==> src/rtl/mem_pkg.sv <==
// Shared definitions for the memory port arbiter: FSM encoding, default widths
// and the port identifiers used for round-robin bookkeeping.
package mem_pkg;

  localparam int unsigned DATA_W_DEF = 8;
  localparam int unsigned ADDR_W_DEF = 1;

  typedef enum logic [1:0] {
    ST_INIT   = 2'd0,
    ST_IDLE   = 2'd1,
    ST_ACCESS = 2'd2,
    ST_RESP   = 2'd3
  } state_e;

  localparam logic PORT_A = 1'b0;
  localparam logic PORT_B = 1'b1;

endpackage

==> src/rtl/mem_port_arbiter_rr_arb2.sv <==
// Two-way round-robin pick: on a tie the port that did not win last time is chosen.
module rr_arb2
  import mem_pkg::*;
(
  input  logic a_req_i,
  input  logic b_req_i,
  input  logic last_grant_i,
  output logic winner_o,
  output logic valid_o
);

  always_comb begin
    valid_o  = a_req_i | b_req_i;
    winner_o = PORT_A;
    if (a_req_i && b_req_i) begin
      winner_o = (last_grant_i == PORT_A) ? PORT_B : PORT_A;
    end else if (b_req_i) begin
      winner_o = PORT_B;
    end
  end

endmodule

==> src/rtl/mem_port_arbiter.sv <==
// Serialises port A/B transactions onto the single-word memory interface,
// issuing the post-reset clear and returning read data with a done strobe.
module mem_port_arbiter
  import mem_pkg::*;
#(
  parameter int unsigned DATA_W     = DATA_W_DEF,
  parameter int unsigned ADDR_W     = ADDR_W_DEF,
  parameter int unsigned INIT_CLEAR = 1
) (
  input  logic              clk,
  input  logic              clear,
  input  logic              a_req,
  input  logic              a_we,
  input  logic [ADDR_W-1:0] a_addr,
  input  logic [DATA_W-1:0] a_wdata,
  input  logic              b_req,
  input  logic              b_we,
  input  logic [ADDR_W-1:0] b_addr,
  input  logic [DATA_W-1:0] b_wdata,
  output logic              a_gnt,
  output logic              b_gnt,
  output logic              a_done,
  output logic              b_done,
  output logic [DATA_W-1:0] rdata,
  output logic [ADDR_W-1:0] mem_add,
  output logic              mem_rw,
  output logic              mem_clear,
  output logic [DATA_W-1:0] mem_i,
  input  logic [DATA_W-1:0] mem_s
);

  state_e              state_q;
  logic                last_q;
  logic                port_q;
  logic                a_gnt_q, b_gnt_q, a_done_q, b_done_q;
  logic [DATA_W-1:0]   rdata_q;
  logic [ADDR_W-1:0]   mem_add_q;
  logic                mem_rw_q, mem_clear_q;
  logic [DATA_W-1:0]   mem_i_q;
  logic                arb_win, arb_valid;

  rr_arb2 u_arb (
    .a_req_i      (a_req),
    .b_req_i      (b_req),
    .last_grant_i (last_q),
    .winner_o     (arb_win),
    .valid_o      (arb_valid)
  );

  // mem_add/mem_i double as the transaction latch; mem_rw_q still holds the
  // sampled we while in ACCESS, so it selects whether rdata captures mem_s.
  always_ff @(posedge clk or negedge clear) begin
    if (!clear) begin
      state_q     <= (INIT_CLEAR != 0) ? ST_INIT : ST_IDLE;
      last_q      <= PORT_B;
      port_q      <= PORT_A;
      a_gnt_q     <= 1'b0;
      b_gnt_q     <= 1'b0;
      a_done_q    <= 1'b0;
      b_done_q    <= 1'b0;
      rdata_q     <= '0;
      mem_add_q   <= '0;
      mem_rw_q    <= 1'b0;
      mem_clear_q <= 1'b0;
      mem_i_q     <= '0;
    end else begin
      case (state_q)
        ST_INIT: begin
          mem_clear_q <= 1'b1;
          state_q     <= ST_IDLE;
        end
        ST_IDLE: begin
          mem_clear_q <= 1'b0;
          if (arb_valid) begin
            state_q <= ST_ACCESS;
            port_q  <= arb_win;
            last_q  <= arb_win;
            if (arb_win == PORT_A) begin
              a_gnt_q   <= 1'b1;
              mem_add_q <= a_addr;
              mem_i_q   <= a_wdata;
              mem_rw_q  <= a_we;
            end else begin
              b_gnt_q   <= 1'b1;
              mem_add_q <= b_addr;
              mem_i_q   <= b_wdata;
              mem_rw_q  <= b_we;
            end
          end
        end
        ST_ACCESS: begin
          mem_rw_q <= 1'b0;
          if (!mem_rw_q) begin
            rdata_q <= mem_s;
          end
          a_done_q <= (port_q == PORT_A);
          b_done_q <= (port_q == PORT_B);
          state_q  <= ST_RESP;
        end
        ST_RESP: begin
          a_gnt_q  <= 1'b0;
          b_gnt_q  <= 1'b0;
          a_done_q <= 1'b0;
          b_done_q <= 1'b0;
          state_q  <= ST_IDLE;
        end
      endcase
    end
  end

  assign a_gnt     = a_gnt_q;
  assign b_gnt     = b_gnt_q;
  assign a_done    = a_done_q;
  assign b_done    = b_done_q;
  assign rdata     = rdata_q;
  assign mem_add   = mem_add_q;
  assign mem_rw    = mem_rw_q;
  assign mem_clear = mem_clear_q;
  assign mem_i     = mem_i_q;

endmodule

==> config.mk <==
export PLATFORM = sky130hd
export DESIGN_NAME = mem_port_arbiter
export DESIGN_NICKNAME = d
export VERILOG_FILES = /design/src/rtl/mem_pkg.sv /design/src/rtl/mem_port_arbiter_rr_arb2.sv /design/src/rtl/mem_port_arbiter.sv
export SDC_FILE = /design/constraint.sdc
export NUM_CORES = 1
export LEC_CHECK = 0
export BUFFER_PORTS_ARGS = -buffer_cell sky130_fd_sc_hd__buf_2
export CAP_MARGIN = 10
export CORE_MARGIN = 5
export CORE_UTILIZATION = 46
export DETAILED_ROUTE_END_ITERATION = 8
export PLACE_DENSITY = 0.83
export SLEW_MARGIN = 20
export SYNTH_ARGS = -nofsm -noshare
export SYNTH_HDL_FRONTEND = slang
export SYNTH_SLANG_ARGS = --single-unit
==> constraint.sdc <==
create_clock -name clk -period 1.6 [get_ports clk]
set_input_delay 0 -clock clk [delete_from_list [all_inputs] [get_ports clk]]
set_output_delay 0 -clock clk [all_outputs]
set_load 0.03 [all_outputs]
-- Word level (Yosys, flattened, before mapping)
Index checks and enable logic that the tools add are counted.
- output and inout port bits: 23
- input port bits: 32
- register bits after elaboration: 27
- word-level logic and storage cells: 52
- multiplexer cells: 19
- bitwise gates (word level): 3
- reductions and logical operators: 12
- equal/unequal tests: 6
- operator list (kind ; number):
    $pmux W1 S2 ; 6
    $mux W1 ; 10
    $mux W8 ; 1
    $reduce_bool A2 Y1 ; 4
    $ne A2 B2 Y1 const B ; 3
    $pmux W2 S3 ; 1
    $reduce_and A2 Y1 ; 3
    $reduce_and A3 Y1 ; 2
    $eq A2 B2 Y1 const B ; 2
    $eq A2 B1 Y1 const B ; 1
    $logic_not A2 Y1 ; 1
    $mux W2 ; 1
    $not A1 Y1 ; 2
    $reduce_or A2 Y1 ; 1
    $logic_and A1 B1 Y1 ; 1
    $or A1 B1 Y1 ; 1

-- Longest topological paths before layout
- depth after elaboration: 5
- depth in mapped cells: 6
- mapped depth without buffers: 5

-- Cells and area by module
From an unflattened synthesis, not the netlist that was laid out.
- cell total of the unflattened synthesis: 111
- area, all modules: 1260.0 µm²
- by module, submodules not included (module ; area an instance (µm²) ; seq. area each (µm²) ; cells each ; instances):
    mem_port_arbiter ; 1246.2 ; 676.9 ; 109 ; 1
    rr_arb2 ; 13.8 ; 0.0 ; 2 ; 1

-- Worst setup path before layout
No wires, ideal clock.
- path type: register -> register
- from: reg state_q[0]
- to: reg rdata_q[0], in the netlist rdata[0]
- period minus slack after synthesis: 1.446 ns
- stages on the path, launching flop included: 6
- data arrival time: 1.321 ns
- setup slack: 0.154 ns
- cell sequence: dfrtp_1 -> inv_1 -> ha_1 -> nor2b_1 -> buf_4 -> mux2_2
- cells in the longest elaborated chain, start to end: 2
- RTL lines (item ; line ; source):
    start: declaration ; mem_port_arbiter.sv:32 ; state_e state_q;
    start signal: assignment ; mem_port_arbiter.sv:54 ; state_q <= (INIT_CLEAR != 0) ? ST_INIT : ST_IDLE;
    $eq A2 B2 Y1 ; mem_port_arbiter.sv:67 ; case (state_q)
    $reduce_and A2 Y1 (no line) ; n/a ;
    end signal: assignment ; mem_port_arbiter.sv:94 ; rdata_q <= mem_s;
    end: declaration ; mem_port_arbiter.sv:36 ; logic [DATA_W-1:0] rdata_q;
No other way between the ends.
A chain may end at the register's enable or synchronous reset.

-- Worst setup path after layout
Same ends and word-level chain as after synthesis.

==> key figures <==
Finish
  • Share of cells above drive strength 1: 37.9%
  • FF/Latch Area: 677 µm²
  • Fillers: 172
  • Commonest non-fill, non-tap cell in the layout: buf_2
  • Multi-input gate area: 493 µm²
  • Commonest cells after routing, fill and taps aside: buf_2, dlygate4sd3_1, dfrtp_1
  • Layout area overhead: 52.1%
  • Diodes inserted: 0
  • Final nets: 227

Worst setup path
  • Reg-to-Reg End: rdata[0]
  • Setup crit start: state_q[0]
  • Setup CP Type: flop to flop
  • Worst Reg-to-Reg Cells: 5
  • Worst setup SP type: flop
  • Worst Path Arrival: 1.69 ns
  • R2R Setup Slk: 0.13 ns
  • CP max FO: 8
  • CP required: 1.81 ns
  • Worst Setup End Kind: flop
  • Worst R2R Start: state_q[0]

Floorplanning
  • Initial Util: 48.6%
  • Num rows: 18
  • Core ar.: 2500 µm²
  • Die area: 3770 µm²
  • DIE HEIGHT: 61.4 µm
  • I/O Pins: 55
  • Die extent in x: 61.4 µm

Hold path
  • Hold EP: mem_rw
  • Hold Crit Start: b_we
  • HP Class: primary input to flop
  • Worst hold path depth: 3

Drt
  • Detailed Route WL: 3520 µm
  • Vias post-DR: 1,125
  • DRC viols: 0
  • 1st-iter DRT viols: 41
  • Via/cell ratio: 5.11
  • DR WL/cell: 16.0 µm
  • DR pass1 iterations: 4
  • Post-route ant nets: 0

Yosys
  • Post-synthesis sequential area ratio: 55.7%
  • Synthesized area per cell: 11.7 µm²
  • Post-Syn Nets: 140
  • #FFs+latches synth: 27
  • Syn. warnings: 0
  • Synth unique cells: 24
  • Syn Std Cell Area: 1210 µm²
  • Mapped Cells: 104

Global routing
  • Largest net degree at the start of global routing: 28
  • GRT overflow: 0
  • Initial antenna violation count: 0
  • Wire length of the first global-routing pass: 5420 µm
  • Global Route Usage Sum: 19.9%
  • Vias in the first global route: 1,183

Power
  • PwrDens: 1820 nW/µm²
  • Seq pwr share: 36.4%
  • Sw power: 1.55 mW
  • Leak pwr: 0.958 nW
  • Clock power share: 8.5%
  • Internal: 1.82 mW
  • Comb pwr share: 55.1%
  • Sw frac: 46.1%
  • VDD IR max: 0.00131 V

Clock network
  • Worst-skew pair later-pin latency: 0.31 ns
  • CTS buffer count: 3
  • Worst-path clk slew: 0.14 ns
  • CTS tree: built
  • H-Tree Depth: 1
  • CTS Buffer Depth: 2
  • Clk sinks: 27
  • Root Buffer Master: clkbuf_4
  • CTS resizes: 0
  • Post-CTS setup buffer count: 0

Outcome
  • Status: finished, final reports clean

STA
  • Final hold vios: 0
  • Slew margin rel.: 60.4%
  • Final Max Tran Viols: 0
  • Crit share post-route: 92.1%
  • TNS Setup: 0 ns
  • Maximum clock frequency: 0.679 GHz
  • Fin crit period: 1.47 ns
  • Least-Margin Pin Slew: 0.595 ns
  • Clock skew: 0.00147 ns
  • Final Setup Violations: 0
  • WHS: 0.0170 ns
  • RSZ-0062 raised after global routing: false

Placed design
  • Port Buf Inserts: 54
  • Dpl hpwl: 2130 µm
  • Final weighted congestion in routability-driven placement: 0.833

Job
  • Max-cap violation count: 0
-- sequential cells by signal (all words and copies together) (netlist names) --
name	flops
a_gnt	1
state_q	2
b_done	1
mem_rw	1
a_done	1
rdata	8
last_q	1
mem_clear	1
port_q	1
mem_i	8
b_gnt	1
mem_add	1
-- logic make-up after synthesis --
group,Yosys count,share of synthesized area (%)
adders and majority gates,4,4.12
DFF,27,55.7
AOI/OAI and AO/OA,21,10.2
and+or+nand+nor,23,8.03
buffers and inverters,8,3.71
muxes,21,18.2
-- Yosys cell counts --
| cell | instances | area share (%) |
|---|---|---|
| dfstp_2 | 1 | 2.2 |
| or2b_1 | 1 | 0.62 |
| buf_2 | 3 | 1.2 |
| nand2b_1 | 1 | 0.52 |
| mux2i_1 | 12 | 9.9 |
| a21bo_2 | 1 | 0.82 |
| nor2b_1 | 1 | 0.52 |
| a21oi_1 | 2 | 0.82 |
| ha_1 | 4 | 4.1 |
| nor2_1 | 5 | 1.5 |
| dfrtp_1 | 26 | 54 |
| o21ai_0 | 3 | 1.2 |
| nand3_1 | 2 | 0.82 |
| o21ai_1 | 9 | 3.7 |
| a31oi_1 | 2 | 1.0 |
| o31ai_1 | 1 | 0.62 |
| a21boi_0 | 1 | 0.62 |
| buf_6 | 1 | 0.93 |
| inv_1 | 3 | 0.93 |
| a22o_1 | 1 | 0.72 |
| a21o_1 | 1 | 0.62 |
| mux2_2 | 9 | 8.3 |
| buf_4 | 1 | 0.62 |
| nand2_1 | 13 | 4.0 |
-- through the flow --
step / cell area, µm² / util [%] / power (mW) / std cells / setup WS (ns)
2_1_floorplan: 1210 / - / 2.44 / 104 / 0.154
3_3_place_gp: 1530 / 61.3 / 2.93 / 187 / 0.234
3_5_place_dp: 1530 / 61.3 / 3.00 / 187 / 0.160
4_1_cts: 1850 / 73.9 / 3.34 / 220 / 0.120
5_1_grt: 1850 / 73.9 / 3.60 / 220 / 0.0459
6_report: 1850 / 73.9 / 3.37 / 220 / 0.126
-- worst max-delay path: stages (launching register included) --
cell and delay (ns):
dfrtp_1 0.44, inv_1 0.10, ha_1 0.17, nor2b_1 0.13
buf_4 0.17, mux2_2 0.36
-- worst max path at each step --
| stage | endpoint | slack (ns) | depth (start not counted) |
|---|---|---|---|
| 2_1_floorplan | rdata[0] | 0.15 | 5 |
| 3_3_place_gp | rdata[4] | 0.23 | 5 |
| 3_5_place_dp | rdata[6] | 0.16 | 5 |
| 4_1_cts | rdata[6] | 0.12 | 5 |
| 5_1_grt | rdata[0] | 0.05 | 5 |
| 6_report | rdata[0] | 0.13 | 5 |
-- layer usage --
layer / global-route usage (%) / vias to the layer above / share of wire, %
met5: 0 / - / 0
met4: 10.6 / 0 / 3.1
met3: 3.56 / 12 / 7.1
met2: 35.0 / 46 / 52
met1: 23.0 / 534 / 37
li1: - / 533 / -
-- area by class of cell --
class,count,share of cell area (%)
Inverter,3,0.609
Clock buffer,4,1.42
Sequential cell,27,36.6
Tap cell,30,2.03
Timing Repair Buffer,87,32.6
Multi-Input combinational cell,69,26.7
-- power by group through the flow --
stage	clock, mW	sequential [mW]	combinational (mW)
finish	0.287	1.23	1.86
global route	0.319	1.27	2.01
CTS	0.296	1.21	1.83
detailed placement	0	1.23	1.77
global placement	0	1.21	1.72
floorplan	0	1.77	0.672
-- timing repair --
| item | CTS | global route |
|---|---|---|
| endpoints found under the hold margin | 45 | 0 |
| setup endpoints to repair | 0 | 0 |
| hold buffers | 29 | 0 |
No activity file was read; power rests on OpenSTA's default activity.
